### src/rtl/sram_port_arbiter.sv
// N-port SRAM request arbiter with in-order read-ID tracking for response routing.
// Build option: define SRAM_ARB_FIXED_PRIO_EN for fixed lowest-index priority instead of round-robin.
module sram_port_arbiter #(
   parameter int numPorts       = 4,
   parameter int numRows        = 128,
   parameter int numCols        = 32,
   parameter int maxOutstanding = 4
) (
   input  logic                                   clk,
   input  logic                                   nrst,
   input  logic [numPorts-1:0]                    m_rq_valid_i,
   input  logic [numPorts-1:0]                    m_rq_wr_i,
   input  logic [numPorts*$clog2(numRows)-1:0]    m_addr_i,
   input  logic [numPorts*numCols-1:0]            m_wr_data_i,
   output logic [numPorts-1:0]                    m_rq_ready_o,
   output logic [numPorts-1:0]                    m_rd_valid_o,
   output logic [numPorts*numCols-1:0]            m_rd_data_o,
   output logic                                   s_rq_valid_o,
   output logic                                   s_rq_wr_o,
   output logic [$clog2(numRows)-1:0]             s_addr_o,
   output logic [numCols-1:0]                     s_wr_data_o,
   input  logic                                   s_rq_ready_i,
   input  logic                                   s_rd_valid_i,
   input  logic [numCols-1:0]                     s_rd_data_i,
   output logic [$clog2(maxOutstanding):0]        outstanding_o,
   output logic                                   err_o
);

   localparam int AW  = $clog2(numRows);
   localparam int PW  = $clog2(numPorts);
   localparam int FAW = $clog2(maxOutstanding);
   localparam int OW  = FAW + 1;
   localparam logic [OW-1:0] MAX_OUT = OW'(maxOutstanding);

   logic                               r_or_valid;
   logic                               r_or_wr;
   logic [AW-1:0]                      r_or_addr;
   logic [numCols-1:0]                 r_or_data;
   logic [PW-1:0]                      r_or_port;
   logic [PW-1:0]                      r_fifo [maxOutstanding];
   logic [FAW-1:0]                     r_wr_ptr;
   logic [FAW-1:0]                     r_rd_ptr;
   logic [OW-1:0]                      r_fifo_cnt;
   logic [numPorts-1:0]                r_rd_valid;
   logic [numPorts-1:0][numCols-1:0]   r_rd_data;
   logic                               r_err;
`ifndef SRAM_ARB_FIXED_PRIO_EN
   logic [PW-1:0]                      r_rr_ptr;
   int                                 w_idx;
`endif

   logic                w_s_hs;
   logic                w_load_ok;
   logic                w_push;
   logic                w_pop;
   logic                w_grant_any;
   logic [OW-1:0]       w_outstanding;
   logic [numPorts-1:0] w_elig;
   logic [numPorts-1:0] w_grant;
   logic [PW-1:0]       w_win;
   logic [PW-1:0]       w_head;
   logic [AW-1:0]       w_sel_addr;
   logic [numCols-1:0]  w_sel_data;
   logic                w_sel_wr;

   assign w_s_hs        = r_or_valid & s_rq_ready_i;
   assign w_load_ok     = ~r_or_valid | s_rq_ready_i;
   // A read sitting in the output register already counts against the limit.
   assign w_outstanding = r_fifo_cnt + OW'(r_or_valid & ~r_or_wr);
   assign w_elig        = m_rq_valid_i & (m_rq_wr_i | {numPorts{w_outstanding < MAX_OUT}});
   assign w_push        = w_s_hs & ~r_or_wr;
   assign w_pop         = s_rd_valid_i & (r_fifo_cnt != '0);
   assign w_head        = r_fifo[r_rd_ptr];

   always_comb begin
      w_grant_any = 1'b0;
      w_win       = '0;
`ifdef SRAM_ARB_FIXED_PRIO_EN
      for (int i = 0; i < numPorts; i++) begin
         if (w_load_ok && !w_grant_any && w_elig[i]) begin
            w_grant_any = 1'b1;
            w_win       = PW'(i);
         end
      end
`else
      w_idx = 0;
      for (int i = 0; i < numPorts; i++) begin
         w_idx = int'(r_rr_ptr) + i;
         if (w_idx >= numPorts) w_idx = w_idx - numPorts;
         if (w_load_ok && !w_grant_any && w_elig[w_idx]) begin
            w_grant_any = 1'b1;
            w_win       = PW'(w_idx);
         end
      end
`endif
   end

   always_comb begin
      w_grant    = '0;
      w_sel_addr = '0;
      w_sel_data = '0;
      w_sel_wr   = 1'b0;
      for (int p = 0; p < numPorts; p++) begin
         if (w_win == PW'(p)) begin
            w_sel_addr = m_addr_i[p*AW +: AW];
            w_sel_data = m_wr_data_i[p*numCols +: numCols];
            w_sel_wr   = m_rq_wr_i[p];
            w_grant[p] = w_grant_any;
         end
      end
   end

   always_ff @(posedge clk or negedge nrst) begin
      if (!nrst) begin
         r_or_valid <= 1'b0;
         r_or_wr    <= 1'b0;
         r_or_addr  <= '0;
         r_or_data  <= '0;
         r_or_port  <= '0;
`ifndef SRAM_ARB_FIXED_PRIO_EN
         r_rr_ptr   <= '0;
`endif
      end else if (w_grant_any) begin
         r_or_valid <= 1'b1;
         r_or_wr    <= w_sel_wr;
         r_or_addr  <= w_sel_addr;
         r_or_data  <= w_sel_data;
         r_or_port  <= w_win;
`ifndef SRAM_ARB_FIXED_PRIO_EN
         r_rr_ptr   <= (w_win == PW'(numPorts - 1)) ? '0 : w_win + PW'(1);
`endif
      end else if (w_s_hs) begin
         r_or_valid <= 1'b0;
      end
   end

   always_ff @(posedge clk or negedge nrst) begin
      if (!nrst) begin
         for (int k = 0; k < maxOutstanding; k++) r_fifo[k] <= '0;
         r_wr_ptr   <= '0;
         r_rd_ptr   <= '0;
         r_fifo_cnt <= '0;
      end else begin
         if (w_push) begin
            r_fifo[r_wr_ptr] <= r_or_port;
            r_wr_ptr         <= r_wr_ptr + FAW'(1);
         end
         if (w_pop) r_rd_ptr <= r_rd_ptr + FAW'(1);
         case ({w_push, w_pop})
            2'b10:   r_fifo_cnt <= r_fifo_cnt + OW'(1);
            2'b01:   r_fifo_cnt <= r_fifo_cnt - OW'(1);
            default: r_fifo_cnt <= r_fifo_cnt;
         endcase
      end
   end

   always_ff @(posedge clk or negedge nrst) begin
      if (!nrst) begin
         r_rd_valid <= '0;
         r_rd_data  <= '0;
         r_err      <= 1'b0;
      end else begin
         r_rd_valid <= '0;
         if (w_pop) begin
            r_rd_valid[w_head] <= 1'b1;
            r_rd_data[w_head]  <= s_rd_data_i;
         end else if (s_rd_valid_i) begin
            r_err <= 1'b1;
         end
      end
   end

   assign m_rq_ready_o  = w_grant;
   assign m_rd_valid_o  = r_rd_valid;
   assign m_rd_data_o   = r_rd_data;
   assign s_rq_valid_o  = r_or_valid;
   assign s_rq_wr_o     = r_or_wr;
   assign s_addr_o      = r_or_addr;
   assign s_wr_data_o   = r_or_data;
   assign outstanding_o = w_outstanding;
   assign err_o         = r_err;

endmodule

### config.mk
export PLATFORM = sky130hd
export DESIGN_NAME = sram_port_arbiter
export DESIGN_NICKNAME = d
export VERILOG_FILES = /design/src/rtl/sram_port_arbiter.sv
export SDC_FILE = /design/constraint.sdc
export NUM_CORES = 1
export LEC_CHECK = 0
export CAP_MARGIN = 25
export CORE_AREA = 2 2 148 150
export DETAILED_ROUTE_END_ITERATION = 6
export DIE_AREA = 0 0 150 152
export HOLD_SLACK_MARGIN = 0.05
export PLACE_DENSITY = 0.8
export REMOVE_ABC_BUFFERS = 1
export SLEW_MARGIN = 20
export SYNTH_ARGS = -nofsm -noshare
export SYNTH_HDL_FRONTEND = slang
export SYNTH_SLANG_ARGS = --single-unit
### constraint.sdc
create_clock -name clk -period 9.5 [get_ports clk]
set_input_delay 1.425 -clock clk [delete_from_list [all_inputs] [get_ports clk]]
set_output_delay 1.425 -clock clk [all_outputs]
set_load 0.01 [all_outputs]
After elaboration in Yosys (flattened, before gate mapping)
Index checks and enable logic that the tools add are counted.

Flip-flop bits (word level): 193. Input port bits: 200. Output and inout bits: 181. Logic and storage cells: 137.

Add/subtract/negate cells: 13. $lt $le $gt $ge: 14. Equal/unequal tests: 5. Muxes and demuxes: 56. Bitwise operators: 13. Reductions and logical operators: 17.

Operators with widths (number): 32-bit 2-to-1 mux (9); 128-bit bitwise mux (1); 32-bit by 4-bit < comparator with 1-bit output, second input constant (4); 32-bit demux with 2-bit select (1); 7-bit 2-to-1 mux (4); 1-bit 2-to-1 mux (23); 2-bit 2-to-1 mux (8); 3-bit >= comparator, second input constant (5); 3-bit by 3-bit subtractor with 4-bit output, second input constant (3); 1-bit logical AND (9); 1-bit binary-select mux with 2-bit select (4); 8-bit bitwise mux (1); 2-bit by 1-bit adder with 2-bit output, second input constant (3); 2-bit by 2-bit adder with 3-bit output, second input constant (2); 2-bit == test, second input constant (3); 2-bit inverter with 3-bit output (2); 3-bit case mux with 2 select lines (1); 4-bit bitwise AND (1); 2-bit binary-select mux with 2-bit select (1); 2-bit demux with 2-bit select (1); 2-bit by 1-bit == test with 1-bit output, second input constant (2); 4-bit 2-to-1 mux (1); 4-bit OR (1); 2-bit nonzero test (2); 20 further kinds (26).

Logic depth before layout (Yosys ltp)
Word-level depth: 28. Depth in mapped cells: 19. Depth with buffers taken out: 17.

Worst setup path before layout
No wires, ideal clock.

Kind: in2out. Start: in m_rq_wr_i[2]. End: out m_rq_ready_o[1]. Arrival: 3695 ps. Required time: 8075 ps. Slack: 4380 ps. Stages on the path: 9. Buffers on the path: 2. Cell sequence: o21ai_0 > mux4_2 > or3_1 > o211ai_1 > and2_1 > ha_1 > clkbuf_1 > clkbuf_1 > and2_1.

Cells in the longest elaborated chain, start to end: 21. Elaborated cells on any way between the ends: 34. Those cells by class: eq/ne (1); mux (21); bitwise (2); reduce/logical (10).

Ends and longest elaborated chain: from (decl) (RTL line 12) `input logic [numPorts-1:0] m_rq_wr_i,`; 4-bit OR (*) (RTL line 70) `assign w_elig = m_rq_valid_i & (m_rq_wr_i | {numPorts{w_outstanding < MAX_OUT}});`; 4-bit bitwise AND (*) (RTL line 70); 1-bit binary-select mux with 2-bit select (RTL line 90) `if (w_load_ok && !w_grant_any && w_elig[w_idx]) begin`; 1-bit 2-to-1 mux (not written as such) (2 in series) (RTL line 90); 1-bit logical AND (RTL line 90); 1-bit 2-to-1 mux (RTL line 90); 1-bit zero test (RTL line 90); 1-bit logical AND (2 in series) (RTL line 90); (+2 left out); 1-bit logical AND (2 in series) (RTL line 90); 1-bit 2-to-1 mux (RTL line 90); 1-bit zero test (RTL line 90); 1-bit logical AND (2 in series) (RTL line 90); 2-bit 2-to-1 mux (*) (RTL line 90); named net w_win[0] (RTL line 60) `logic [PW-1:0] w_win;`; 2-bit by 1-bit == test with 1-bit output (*) (RTL line 104) `if (w_win == PW'(p)) begin`; 1-bit 2-to-1 mux (*) (RTL line 104); to (decl) (RTL line 15) `output logic [numPorts-1:0] m_rq_ready_o,`.

The timed path passes the listed nets; every way through them passes the cells marked *. The select of a mux whose other input is x is not followed.

Worst setup path in the final report
Start: reg r_or_valid, in the netlist s_rq_valid_o. End: out m_rq_ready_o[0].

Cells in the longest elaborated chain, start to end: 24. Elaborated cells on any way between the ends: 39. Those cells by class: add/sub (1); order compare (1); mux (21); bitwise (5); reduce/logical (11).

Ends and longest elaborated chain: from (decl) (RTL line 35) `logic r_or_valid;`; from (signal assigned) (RTL line 115) `r_or_valid <= 1'b0;`; from (signal assigned) (RTL line 124) `r_or_valid <= 1'b1;`; from (signal assigned) (RTL line 133) `r_or_valid <= 1'b0;`; 1-bit by 3-bit bitwise AND with 3-bit output (RTL line 69) `assign w_outstanding = r_fifo_cnt + OW'(r_or_valid & ~r_or_wr);`; 3-bit adder (RTL line 69); 3-bit < comparator (RTL line 70); 4-bit OR (RTL line 70); 4-bit bitwise AND (RTL line 70); 1-bit binary-select mux with 2-bit select (RTL line 90); 1-bit 2-to-1 mux (not written as such) (2 in series) (RTL line 90); 1-bit logical AND (RTL line 90); (+5 left out); 1-bit zero test (RTL line 90); 1-bit logical AND (2 in series) (RTL line 90); 1-bit 2-to-1 mux (RTL line 90); 1-bit zero test (RTL line 90); 1-bit logical AND (2 in series) (RTL line 90); 2-bit 2-to-1 mux (RTL line 90); 2-bit zero test (RTL line 104); 1-bit 2-to-1 mux (*) (RTL line 104).

Every way passes the cells marked *; elsewhere a longest branch is shown, timed or not. The select of a mux whose other input is x is not followed.

==> results.md <==
* Post-Synth Simple-Gate Area at 12.4%
* DP Area at 13000 um^2
* Pwr Density at 381 nW/um^2
* Final worst path period need at 6.19 ns
* Vias in the first global route at 7512
* RR Startpoint: s_rq_valid_o
* Total gr overflow at 0
* CTS tree: yes
* Fraction of layout cells with a size suffix above 1 at 14.4%
* Critical path data required time at 8.08 ns
* Die Width at 150 um
* DR vias at 7658
* Total setup buffers inserted after CTS at 0
* Cell area after layout at 13700 um^2
* Setup TNS at 0 ns
* CP endpoint: m_rq_ready_o[0]
* Iteration-0 DRC count of the detailed router at 243
* Startpoint types: register
* Most frequent cells in the layout: 379 x clkdlybuf4s50_1, 193 x dfrtp_1, 183 x nand2_1
* Largest family of logic cells by synthesized area: multiplexers
* Util after Layout at 64.1%
* Max clock buf depth at 2
* P_leak at 5.73 nW
* Detailed Place HPWL at 19500 um
* Storage cell area at 4830 um^2
* Final setup fails at 0
* Synth-to-Final Area Change at 51.6%
* Max Cap Violations at 0
* Vias/cell at 5.15
* Reg2reg end: s_wr_data_o[27]
* Worst-path clk slew at 0.08 ns
* # H-tree levels at 4
* Pin count of the biggest net entering global routing at 117
* Critical path arrival at 4.77 ns
* Register bit total from synthesis at 193
* Worst-Skew Late Latency at 0.42 ns
* Synthesized cell area at 9020 um^2
* Sequential element share of the synthesized area at 53.5%
* Gp weighted congestion at 0.888
* # rows at 54
* Clk sinks at 193
* Most common cell after layout, fill and taps aside: clkdlybuf4s50_1
* Mux cell area share after synthesis at 18.1%
* Io pins at 381
* Initial antenna violation count at 0
* Remaining DRCs at 0
* Yosys cell types at 47
* Number of max-slew violations in the final report at 0
* Multi-input gate area at 3920 um^2
* Final Hold Vio Count at 0
* Synth Area in Compound Gates at 10.2%
* Final period util at 65.2%
* Filler cells at 1714
* Nets at 1406
* Post-CTS Hold Fix Bufs at 0
* Post-synth EDFFs at 0
* Mapped Avg Cell Area at 10.8 um^2
* Root Driver: clkbuf_16
* Yosys warnings at 0
* Die height at 152 um
* Post-Route WL at 26400 um
* Top FF cell, synth: dfrtp_1
* Worst Hold Class: reg -> reg
* Post-cts sizing count at 0
* Initial DRT Pass Iterations at 4
* Skew final at 0.0130 ns
* Die area at 22800 um^2
* Worst rel slew slack at 39.0%
* Peak supply drop at 216 uV
* I/O Buffers at 380
* Crit. End Element: output port
* CP Max Fanout at 34
* Total CTS buffers at 17
* First-pass GRT wire length at 41000 um
* RSZ-0062 raised after global routing: no
* Worst r2r path cells at 18
* Antenna Cells at 0
* Setup slack, reg-to-reg at 4.26 ns
* CORE AREA at 21400 um^2
* Initial Utilization at 42.3%
* Critical path startpoint: s_rq_valid_o
* Achievable frequency at 161 MHz
* Synth Area in Adders at 1.75%
* Slew at the pin closest to its max-slew limit at 0.915 ns
* Gr usage total at 23.0%
* Status: completed
* Async set-reset flop share out of synthesis at 100%
* Synth Instances at 835
* DR WL/cell at 17.8 um
* Critical path class: reg -> out
* XOR/XNOR Fraction of Synth Area at 0.763%
* Final ANT Viol Nets at 0
worst max-delay path, cell delays in order, from the launching register on:
cell             delay (ns)
dfrtp_1                0.40
nor2b_1                0.15
ha_1                   0.18
ha_1                   0.21
xnor2_2                0.55
o21ai_0                0.31
mux4_2                 0.53
or3_1                  0.37
o21ai_4                0.37
buf_4                  0.49
and2_1                 0.23
clkdlybuf4s50_1        0.54
where the power goes:
part           internal, mW  total, mW  switching (mW)
clock                 0.355      0.709           0.354
sequential             1.24       1.46           0.224
combinational          1.58       3.05            1.46
total                  3.18       5.22            2.04
stage by stage:
stage	setup slack (ns)	instances	power, mW	hold slack (ns)
floorplan	3.68	782	3.15	0.445
global placement	3.39	1452	4.45	0.443
detailed placement	3.35	1452	4.53	0.462
CTS	3.29	1483	5.25	0.481
global route	3.01	1486	5.59	0.499
finish	3.31	1486	5.22	0.476
flip-flops by register name, indices dropped and copies added, names as in the netlist:
register	flops
s_addr_o	7
r_or_port	2
err_o	1
r_fifo_cnt	3
r_wr_ptr	2
m_rd_valid_o	4
s_rq_valid_o	1
r_rr_ptr	2
r_rd_ptr	2
s_rq_wr_o	1
m_rd_data_o	128
r_fifo	8
s_wr_data_o	32
area by class of cell:
| class | instances | area share [%] |
|---|---|---|
| Clock buffer | 17 | 3.11 |
| Inverter | 14 | 0.384 |
| Sequential cell | 193 | 35.3 |
| Tap cell | 280 | 2.56 |
| Multi-Input combinational cell | 575 | 28.7 |
| Clock inverter | 14 | 1.19 |
| Timing Repair Buffer | 393 | 28.8 |
worst min path at each step:
stage	start	to	depth (start not counted)
2_1_floorplan	r_fifo[2]	r_fifo[2]	2
3_3_place_gp	err_o	err_o	1
3_5_place_dp	m_rd_data_o[108]	m_rd_data_o[108]	2
4_1_cts	m_rd_data_o[100]	m_rd_data_o[100]	2
5_1_grt	m_rd_data_o[118]	m_rd_data_o[118]	2
6_report	m_rd_data_o[102]	m_rd_data_o[102]	2
synth_stat cells (all sizes together) (2+ instances only):
cell type | count | area [um^2]
o211ai | 9 | 67.6
mux4 | 3 | 67.6
mux2i | 2 | 20.0
and2 | 6 | 37.5
a211oi | 2 | 15.0
mux2 | 137 | 1540
xnor2 | 5 | 51.3
a22oi | 13 | 97.6
a21o | 2 | 15.0
dfrtp | 193 | 4830
inv | 14 | 52.6
nor3 | 3 | 15.0
o21ai | 57 | 293
nand2b | 3 | 18.8
or2 | 2 | 12.5
nand2 | 183 | 687
ha | 11 | 138
buf | 15 | 106
nor2b | 3 | 18.8
nor2 | 17 | 63.8
nand3 | 2 | 10.0
nand3b | 28 | 210
a21oi | 69 | 345
clkbuf | 38 | 143
a221o | 2 | 20.0
o2bb2ai | 2 | 17.5
nor3b | 2 | 15.0
xor2 | 2 | 17.5
layer usage:
layer  track usage (%)  vias to the layer above  share of wire (%)
met1              28.1                     3696                 40
met2              38.9                      318                 49
met3              6.04                       45                7.3
met4              8.72                        0                3.3
li1                  -                     3599                  -
met5                 0                        -                  0
kinds of logic after synthesis:
| family | after synthesis |
|---|---|
| simple gates | 252 |
| flops | 193 |
| compound gates | 162 |
| mux | 142 |
| buf+inv | 67 |
| fa+ha+maj | 12 |
| xor+xnor | 7 |
Power figures use the tool's default switching activity.
